$ cat src/rtl/tlb_assoc.sv
// Set-associative TLB: registered one-cycle lookup, dedicated fill port with
// invalid-first / round-robin replacement, single-cycle flush, saturating stats.
module tlb_assoc #(
  parameter int VA_WIDTH    = 32,
  parameter int OFFSET_BITS = 10,
  parameter int PPN_WIDTH   = 22,
  parameter int SET_BITS    = 2,
  parameter int WAYS        = 2,
  parameter int CNT_WIDTH   = 16
) (
  input  logic                                     clk,
  input  logic                                     resetN,
  input  logic                                     lookupValid,
  input  logic [VA_WIDTH-1:0]                      virtAddrIn,
  input  logic                                     fillValid,
  input  logic [VA_WIDTH-1:0]                      fillVirtAddr,
  input  logic [PPN_WIDTH-1:0]                     fillPhysPage,
  input  logic                                     flush,
  output logic                                     lookupDone,
  output logic                                     hit,
  output logic [VA_WIDTH-OFFSET_BITS-1:0]          virtPageOut,
  output logic [PPN_WIDTH-1:0]                     physPageOut,
  output logic [(WAYS > 1 ? $clog2(WAYS) : 1)-1:0] hitWay,
  output logic [CNT_WIDTH-1:0]                     hitCount,
  output logic [CNT_WIDTH-1:0]                     missCount
);

  localparam int VPN_W = VA_WIDTH - OFFSET_BITS;
  localparam int SETS  = 1 << SET_BITS;
  localparam int WAY_W = (WAYS > 1) ? $clog2(WAYS) : 1;

  logic [WAYS-1:0]      valid_q [SETS];
  logic [WAY_W-1:0]     ptr_q   [SETS];
  logic [VPN_W-1:0]     vpn_q   [SETS][WAYS];
  logic [PPN_WIDTH-1:0] ppn_q   [SETS][WAYS];

  logic                 unused_offset;
  assign unused_offset = ^{virtAddrIn[OFFSET_BITS-1:0], fillVirtAddr[OFFSET_BITS-1:0]};

  // Lookup match against the state present before this edge's updates.
  logic [VPN_W-1:0]     lk_vpn;
  logic [SET_BITS-1:0]  lk_set;
  logic                 lk_hit;
  logic [WAY_W-1:0]     lk_way;
  logic [PPN_WIDTH-1:0] lk_ppn;

  assign lk_vpn = virtAddrIn[VA_WIDTH-1:OFFSET_BITS];
  assign lk_set = lk_vpn[SET_BITS-1:0];

  // NOTE: every variable gets a default at the top of always_comb so no path
  // leaves it unassigned, which would otherwise infer a latch.
  always_comb begin
    lk_hit = 1'b0;
    lk_way = '0;
    lk_ppn = '0;
    for (int w = 0; w < WAYS; w++) begin
      if (valid_q[lk_set][w] && vpn_q[lk_set][w] == lk_vpn) begin
        lk_hit = 1'b1;
        lk_way = WAY_W'(w);
        lk_ppn = ppn_q[lk_set][w];
      end
    end
  end

  // Fill victim selection: resident match, else lowest invalid, else pointer.
  logic [VPN_W-1:0]    fl_vpn;
  logic [SET_BITS-1:0] fl_set;
  logic                fl_match;
  logic [WAY_W-1:0]    fl_match_way;
  logic                fl_has_inv;
  logic [WAY_W-1:0]    fl_inv_way;
  logic [WAY_W-1:0]    fl_way;
  logic                fl_advance;

  assign fl_vpn = fillVirtAddr[VA_WIDTH-1:OFFSET_BITS];
  assign fl_set = fl_vpn[SET_BITS-1:0];

  always_comb begin
    fl_match     = 1'b0;
    fl_match_way = '0;
    fl_has_inv   = 1'b0;
    fl_inv_way   = '0;
    for (int w = WAYS - 1; w >= 0; w--) begin
      if (valid_q[fl_set][w] && vpn_q[fl_set][w] == fl_vpn) begin
        fl_match     = 1'b1;
        fl_match_way = WAY_W'(w);
      end
      if (!valid_q[fl_set][w]) begin
        fl_has_inv = 1'b1;
        fl_inv_way = WAY_W'(w);
      end
    end
    fl_advance = 1'b0;
    if (fl_match)        fl_way = fl_match_way;
    else if (fl_has_inv) fl_way = fl_inv_way;
    else begin
      fl_way     = ptr_q[fl_set];
      fl_advance = 1'b1;
    end
  end

  wire fill_en = fillValid && !flush;

  // NOTE: state registers use non-blocking assignments so every flop samples
  // pre-edge values regardless of the order the statements are written in.
  always_ff @(posedge clk or negedge resetN) begin
    if (!resetN) begin
      for (int s = 0; s < SETS; s++) begin
        valid_q[s] <= '0;
        ptr_q[s]   <= '0;
      end
    end else if (flush) begin
      for (int s = 0; s < SETS; s++) valid_q[s] <= '0;
    end else if (fill_en) begin
      valid_q[fl_set][fl_way] <= 1'b1;
      if (fl_advance)
        ptr_q[fl_set] <= (fl_way == WAY_W'(WAYS - 1)) ? '0 : fl_way + WAY_W'(1);
    end
  end

  // NOTE: tag/PPN storage has no reset; the valid bits alone qualify it, which
  // keeps the arrays mappable onto plain RAM cells.
  always_ff @(posedge clk) begin
    if (fill_en) begin
      vpn_q[fl_set][fl_way] <= fl_vpn;
      ppn_q[fl_set][fl_way] <= fillPhysPage;
    end
  end

  always_ff @(posedge clk or negedge resetN) begin
    if (!resetN) begin
      lookupDone  <= 1'b0;
      hit         <= 1'b0;
      virtPageOut <= '0;
      physPageOut <= '0;
      hitWay      <= '0;
      hitCount    <= '0;
      missCount   <= '0;
    end else begin
      lookupDone <= lookupValid;
      if (lookupValid) begin
        hit         <= lk_hit && !flush;
        virtPageOut <= lk_vpn;
        physPageOut <= (lk_hit && !flush) ? lk_ppn : '0;
        hitWay      <= (lk_hit && !flush) ? lk_way : '0;
        if (lk_hit && !flush) begin
          if (hitCount != '1) hitCount <= hitCount + CNT_WIDTH'(1);
        end else begin
          if (missCount != '1) missCount <= missCount + CNT_WIDTH'(1);
        end
      end
    end
  end

endmodule

$ cat config.mk
export PLATFORM = sky130hd
export DESIGN_NAME = tlb_assoc
export DESIGN_NICKNAME = d
export VERILOG_FILES = /design/src/rtl/tlb_assoc.sv
export SDC_FILE = /design/constraint.sdc
export NUM_CORES = 1
export LEC_CHECK = 0
export CAP_MARGIN = 20
export CORE_ASPECT_RATIO = 1.4
export CORE_MARGIN = 5
export CORE_UTILIZATION = 40
export CTS_CLUSTER_DIAMETER = 100
export DETAILED_ROUTE_END_ITERATION = 8
export RECOVER_POWER = 50
export SYNTH_ARGS = -nofsm -noshare
export SYNTH_HDL_FRONTEND = slang
export SYNTH_SLANG_ARGS = --single-unit
$ cat constraint.sdc
create_clock -name clk -period 5 [get_ports clk]
set_clock_uncertainty 0.2 [all_clocks]
set_input_delay 1 -clock clk [delete_from_list [all_inputs] [get_ports clk]]
set_output_delay 1 -clock clk [all_outputs]
set_load 0.01 [all_outputs]
==> results.ini, run 1 <==
[outcome]
status = complete, but fails checks
violations = max-capacitance violations, max-slew violations

[timing]
tightest_slew_ps = 3340
rsz0062_at_grt = false
max_slew_margin_pct = -123
fin_crit_sh_pct = 85.9
max_freq_ghz = 0.233
finalCriticalPeriod_ps = 4290
final_hold_viol_count = 0
drv_slew = 89
setup_viol = 0

[power_and_ir_drop]
p_total_w = 0.00812
vdd_drop_max_uv = 245
switching_power_w = 0.00188
leakagePower_nw = 8.13
seqPwrFrac_pct = 51.0
power_frac_clock_pct = 39.9
internal_power_w = 0.00624
p_comb_share_pct = 9.2
p_sw_share_pct = 23.2
powerDensity_nw_per_um2 = 345

[route]
ant_nets = 0
wire_per_inst_um = 24.4
drt-initial-drc-count = 797
via_count = 10900
drt_pre_antenna_iters = 5
drc = 0
via_per_inst = 5.40
drt-total-wl_mm = 49.1

[grt]
grt_max_degree = 51
grtUsageTotal_pct = 18.4
grt_pass1_vias = 11500
grt_overflow = 0
antenna_found_initial = 3
grt_pass1_wl_mm = 73.4

[yosys]
synth_ff_type = edfxtp_1
netlist_instances = 1124
synth-seq-cells = 443
syn_area_per_cell_sq_um = 17.2
synth_cell_types = 64
seq_area_frac_synth_pct = 66.4
synth_area_sq_um = 19300
synth_common_cells = 352 x edfxtp_1, 98 x mux4_2, 91 x dfrtp_1
synth_top_area_share_pct = 54.7
synthTopCellsByArea = edfxtp_1 55%, dfrtp_1 12%, mux4_2 11%
synth_fp_nets = 1217
ys_warn_count = 0
async_flop_share_pct = 20.5
synth-edff-count = 352
post-synth-top-area-cell = edfxtp_1
yosys.cell_count.top_type = edfxtp_1

[clock_tree]
post_cts_resized = 0
clock_path_buffers = 3
tritoncts.num_buffers = 45
clock-sinks = 443
htreeDepth = 2
clk_latency_ps = 570
cts_root_buf = clkbuf_16
cts_hold_buffers = 0
post_cts_buffers = 0
cts.clk_slew.worst_paths_ps = 60
tritoncts = yes

[finish]
fill_cells = 4011
seq_area_sq_um = 12800
multi_input_area_sq_um = 6070
syn_to_final_growth_pct = 21.8
nets = 1435
drive_gt1_share_pct = 19.9
final_cell_area_sq_um = 23500
finish.utilization_pct = 49.2

[floorplanning]
die_h_um = 270
fp-row-count = 95
ios = 170
start_util_pct = 40.4
core_area_sq_um = 47900
chipWidth_um = 196
dieArea_sq_um = 52900

[worst_setup_path]
worstPathRequired_ps = 5060
path_class = primary input to flop
worst-path-max-fanout = 23
cp-end-kind = flop
crit_path_start_kind = primary input
worst_ep_arrival_time_ps = 4350

[place]
placed_area_sq_um = 22200
dp_hpwl_mm = 33.9
globalplace.congestion = 0.867
portBuffers = 149

[worst_hold_path]
hp-class = flop to flop

[flow_run]
maxCapViolCount = 2

[logic make-up (layout without fill, tap and decap cells)]
group                    count (synthesis)  after routing  share of synthesized area [%]
multiplexers                           216            216                           17.7
AND/OR/NAND/NOR                        161            161                           4.72
AO/OA/AOI/OAI                           87             87                           3.31
flip-flops                             443            443                           66.4
other                                    0              1                              0
adder cells (fa/ha/maj)                  2              2                          0.129
buffers and inverters                  100            355                           2.46
XOR/XNOR                               115            115                           5.21
[final cells by class]
type	count	share of cell area [%]
multi-input cells	581	25.8
well taps	630	3.35
diodes	1	0.0106
inverters	44	0.701
repair buffers	227	9.54
flip-flops and latches	443	54.6
clock inverters	28	1.00
clock buffers	56	5.04
[flip-flops by register name, summed over array words and instances, names as in the netlist]
name	cells
ppn_q	176
vpn_q	176
physPageOut	22
virtPageOut	22
hitCount	16
missCount	16
valid_q	8
ptr_q	4
hit	1
hitWay	1
lookupDone	1
[path summary, 6_finish.rpt]
path	startpoint	end	slack [ps]	cells past startpoint
max	fillVirtAddr[11]	ppn_q[2][34]$_DFFE_PP_	710	14
min	missCount[7]$_DFFE_PN0P_	missCount[7]$_DFFE_PN0P_	290	1
max reg2reg	vpn_q[3][16]$_DFFE_PP_	vpn_q[3][5]$_DFFE_PP_	1490	10
min reg2reg	missCount[7]$_DFFE_PN0P_	missCount[7]$_DFFE_PN0P_	290	1
max in group asynchronous	resetN	hitCount[1]$_DFFE_PN0P_	1310	2
min in group asynchronous	resetN	physPageOut[1]$_DFFE_PN0P_	1350	1
[metrics by stage]
| step | setup slack (ps) | TNS [ps] | hold slack, ps | instances |
|---|---|---|---|---|
| after detailed placement | 144 | 0 | 275 | 1925 |
| after global routing | 499 | 0 | 301 | 2009 |
| after global placement | 135 | 0 | 261 | 1925 |
| after CTS | 711 | 0 | 288 | 2009 |
| after floorplan | -516 | -101450 | 252 | 1124 |
| final | 707 | 0 | 287 | 2010 |
[worst max-delay path: stages]
cell	delay [ps]
buf_4	320
clkbuf_1	320
clkbuf_1	470
and3_1	250
o221ai_1	220
o41ai_1	150
o21ai_1	200
nand2b_1	190
nor4_1	320
buf_4	180
nor2_2	40
buf_4	170
nor2_4	220
buf_12	250
[per-layer routing]
layer / vias to the layer above / wire [um] / global-route usage, %
met3: 84 / 1990 / 2.53
li1: 4876 / - / -
met4: 2 / 1640 / 6.01
met1: 5603 / 19500 / 23.0
met2: 290 / 25900 / 33.0
met5: - / 13 / 0
[power groups by stage]
stage                     clock network, W  registers, W  logic (W)
after floorplan                          0       0.00422   0.000360
after global placement                   0       0.00421   0.000765
after detailed placement                 0       0.00421   0.000773
after CTS                          0.00332       0.00414   0.000776
after global routing               0.00347       0.00415   0.000801
final                              0.00324       0.00414   0.000746
[cells in the final DEF (no fill, tap or decap), types with 4 or more instances in the layout]
master / n
edfxtp_1: 352
mux4_2: 98
dfrtp_1: 91
mux2i_1: 85
clkdlybuf4s50_1: 85
xnor2_1: 80
dlygate4sd3_1: 58
buf_4: 46
clkbuf_16: 45
inv_1: 42
xor2_1: 35
o22ai_1: 30
clkbuf_1: 26
nand4_1: 24
mux2_2: 22
nand2_1: 21
buf_12: 20
nor2_1: 17
nand3_1: 17
and3_1: 13
nor3_1: 12
mux2_1: 11
clkinv_2: 11
o21ai_0: 10
and4_1: 9
a21oi_1: 8
nor2_4: 8
clkinv_1: 8
o221ai_1: 7
nor4_1: 6
nand2b_1: 5
and2_1: 4
nor3b_1: 4
o21ai_1: 4
nand3b_1: 4
o22ai_2: 4
(Power assumes the default switching activity.)
==> inputs of run 2 (changes only) <==
--- a/config.mk
+++ b/config.mk
@@ -15,3 +15,4 @@
 export SYNTH_ARGS = -nofsm -noshare
 export SYNTH_HDL_FRONTEND = slang
 export SYNTH_SLANG_ARGS = --single-unit
+export TNS_END_PERCENT = 50
==> results.ini, run 2 (synthesized netlist as in run 1, its figures left out) <==
[outcome]
status = complete, but fails checks
violations = max-capacitance violations, max-slew violations

[worst_hold_path]
hp-class = flop to flop

[power_and_ir_drop]
p_total_w = 0.00807  ; -0.56%
leakagePower_nw = 8.04  ; -1.1%
powerDensity_nw_per_um2 = 345  ; about the same
vdd_drop_max_uv = 213  ; -13%

[worst_setup_path]
crit_path_frequent_cell = clkbuf_1
path_cells = clkbuf_1, clkbuf_1, nand2_1, buf_4, o22ai_1
worst_ep_arrival_time_ps = 4550  ; +200 ps
worst-r2r-setup-slack_ps = 1390  ; -100 ps
path_class = primary input to flop
critPathSlowestCell = clkbuf_1
cp_slowest_stage_delay_ps = 1560  ; +1090 ps
worstPathRequired_ps = 5250  ; +190 ps
crit_path_start_kind = primary input
worst-path-max-fanout = 34  ; +48%
cp-end-kind = flop

[finish]
syn_to_final_growth_pct = 21.1
final_cell_mix = 352 x edfxtp_1, 98 x mux4_2, 91 x dfrtp_1
reg.largest.list = ppn_q (176), vpn_q (176)
layout_commonest_cell = edfxtp_1
drive_gt1_share_pct = 19.1  ; -0.88 points
nets = 1424  ; -0.77%

[timing]
max_slew_margin_pct = -38.4  ; +84 points
rsz0062_at_grt = false
drv_slew = 122  ; +37%
final_hold_viol_count = 0  ; unchanged
max_freq_ghz = 0.233  ; about the same
tns_ps = 0  ; unchanged
tightest_slew_ps = 2080  ; -1270 ps
fin_crit_sh_pct = 85.9  ; about the same
setup_viol = 0  ; unchanged
fin_hold_ws_ps = 294  ; +6.93 ps
finalCriticalPeriod_ps = 4300  ; +4.28 ps

[route]
via_per_inst = 5.49  ; +1.7%
drt_pre_antenna_iters = 5  ; unchanged
drc = 0  ; unchanged
via_count = 11000  ; +0.96%
drt-initial-drc-count = 727  ; -8.8%
drt-total-wl_mm = 49.2  ; +0.16%
ant_nets = 0  ; unchanged
wire_per_inst_um = 24.7  ; +0.92%

[clock_tree]
post_cts_resized = 0  ; unchanged
clock_path_buffers = 3  ; unchanged
cts.clk_slew.worst_paths_ps = 60  ; about the same
post_cts_buffers = 0  ; unchanged
htreeDepth = 2  ; unchanged
clock-sinks = 443  ; unchanged
tritoncts.num_buffers = 43  ; -4.4%
cts_hold_buffers = 0  ; unchanged
tritoncts = yes
clk_latency_ps = 560  ; about the same
cts_root_buf = clkbuf_16

[grt]
grt_pass1_vias = 11700  ; +1.5%
grt_max_degree = 51  ; unchanged
grtUsageTotal_pct = 18.6  ; +0.14 points
grt_overflow = 0  ; unchanged
antenna_found_initial = 4  ; +1
grt_pass1_wl_mm = 74.4  ; +1.4%

[place]
portBuffers = 149  ; unchanged
globalplace.congestion = 0.828  ; -4.4%
dp_hpwl_mm = 33.1  ; -2.1%

[floorplanning]
ios = 170  ; unchanged
die_h_um = 270  ; unchanged
dieArea_sq_um = 52900  ; unchanged
start_util_pct = 40.4  ; unchanged
core_area_sq_um = 47900  ; unchanged
chipWidth_um = 196  ; unchanged
fp-row-count = 95  ; unchanged

[flow_run]
maxCapViolCount = 4  ; +2

==> run 2: cell types whose count changed in the layout (fill, tap and decap cells not counted), sizes merged <==
cell	previous run	this run
buf	67	57
bufinv	2	3
clkbuf	73	78
clkinv	19	10
clkinvlp	3	4
inv	48	45
==> run 2: power breakdown <==
part | switching (W) | leakage [nW] | total (W) | internal (W)
clock | 0.00137 | 0.662 | 0.00319 | 0.00182
combinational | 0.000399 | 3.00 | 0.000746 | 0.000347
sequential | 0.0000614 | 4.38 | 0.00414 | 0.00407
total | 0.00183 | 8.04 | 0.00807 | 0.00624
==> run 2: routing by layer <==
layer	part of all wire [%]	track usage [%]	vias up
li1	-	-	4847
met1	40	23.6	5762
met2	52	32.4	268
met3	4.2	2.75	76
met4	3.4	6.49	6
met5	0.057	0	-
==> run 2: through the flow <==
stage | cells | area [sq um] | worst slack, ps | utilization, %
after floorplan | 1124 | 19300 | -516 | -
after global placement | 1916 | 22100 | 315 | 46.1
after detailed placement | 1916 | 22100 | 287 | 46.1
after CTS | 1994 | 23500 | 855 | 49.0
after global routing | 1995 | 23400 | 388 | 48.9
final | 1995 | 23400 | 703 | 48.9
==> run 2: cell type report <==
type,count,area (sq um)
antenna,1,2.50
clock buffer,60,1180
tap,630,788
fill,3987,24500
multi-input combinational,581,6070
clock inverter,18,205
timing repair buffer,218,2150
sequential,443,12800
inverter,44,165
==> run 2: worst paths after layout <==
check	startpoint	cells after the start	end
min reg2reg	missCount[10]$_DFFE_PN0P_	1	missCount[10]$_DFFE_PN0P_
max in group asynchronous	resetN	2	physPageOut[13]$_DFFE_PN0P_
min	missCount[10]$_DFFE_PN0P_	1	missCount[10]$_DFFE_PN0P_
max reg2reg	vpn_q[3][5]$_DFFE_PP_	10	vpn_q[0][18]$_DFFE_PP_
max	lookupValid	5	physPageOut[6]$_DFFE_PN0P_
min in group asynchronous	resetN	1	virtPageOut[10]$_DFFE_PN0P_
==> run 2: critical path, delay by kind of cell <==
| family | cells | cell delay (ps) |
|---|---|---|
| compound gates | 1 | 180 |
| buf+inv | 3 | 3230 |
| simple gates | 1 | 100 |
==> inputs of run 3 (changes only) <==
--- a/config.mk
+++ b/config.mk
@@ -12,6 +12,7 @@
 export CTS_CLUSTER_DIAMETER = 100
 export DETAILED_ROUTE_END_ITERATION = 8
 export RECOVER_POWER = 50
+export SLEW_MARGIN = 20
 export SYNTH_ARGS = -nofsm -noshare
 export SYNTH_HDL_FRONTEND = slang
 export SYNTH_SLANG_ARGS = --single-unit
==> results of run 3 <==
Same layout as run 2: the final DEF is identical, and so are final timing and power.
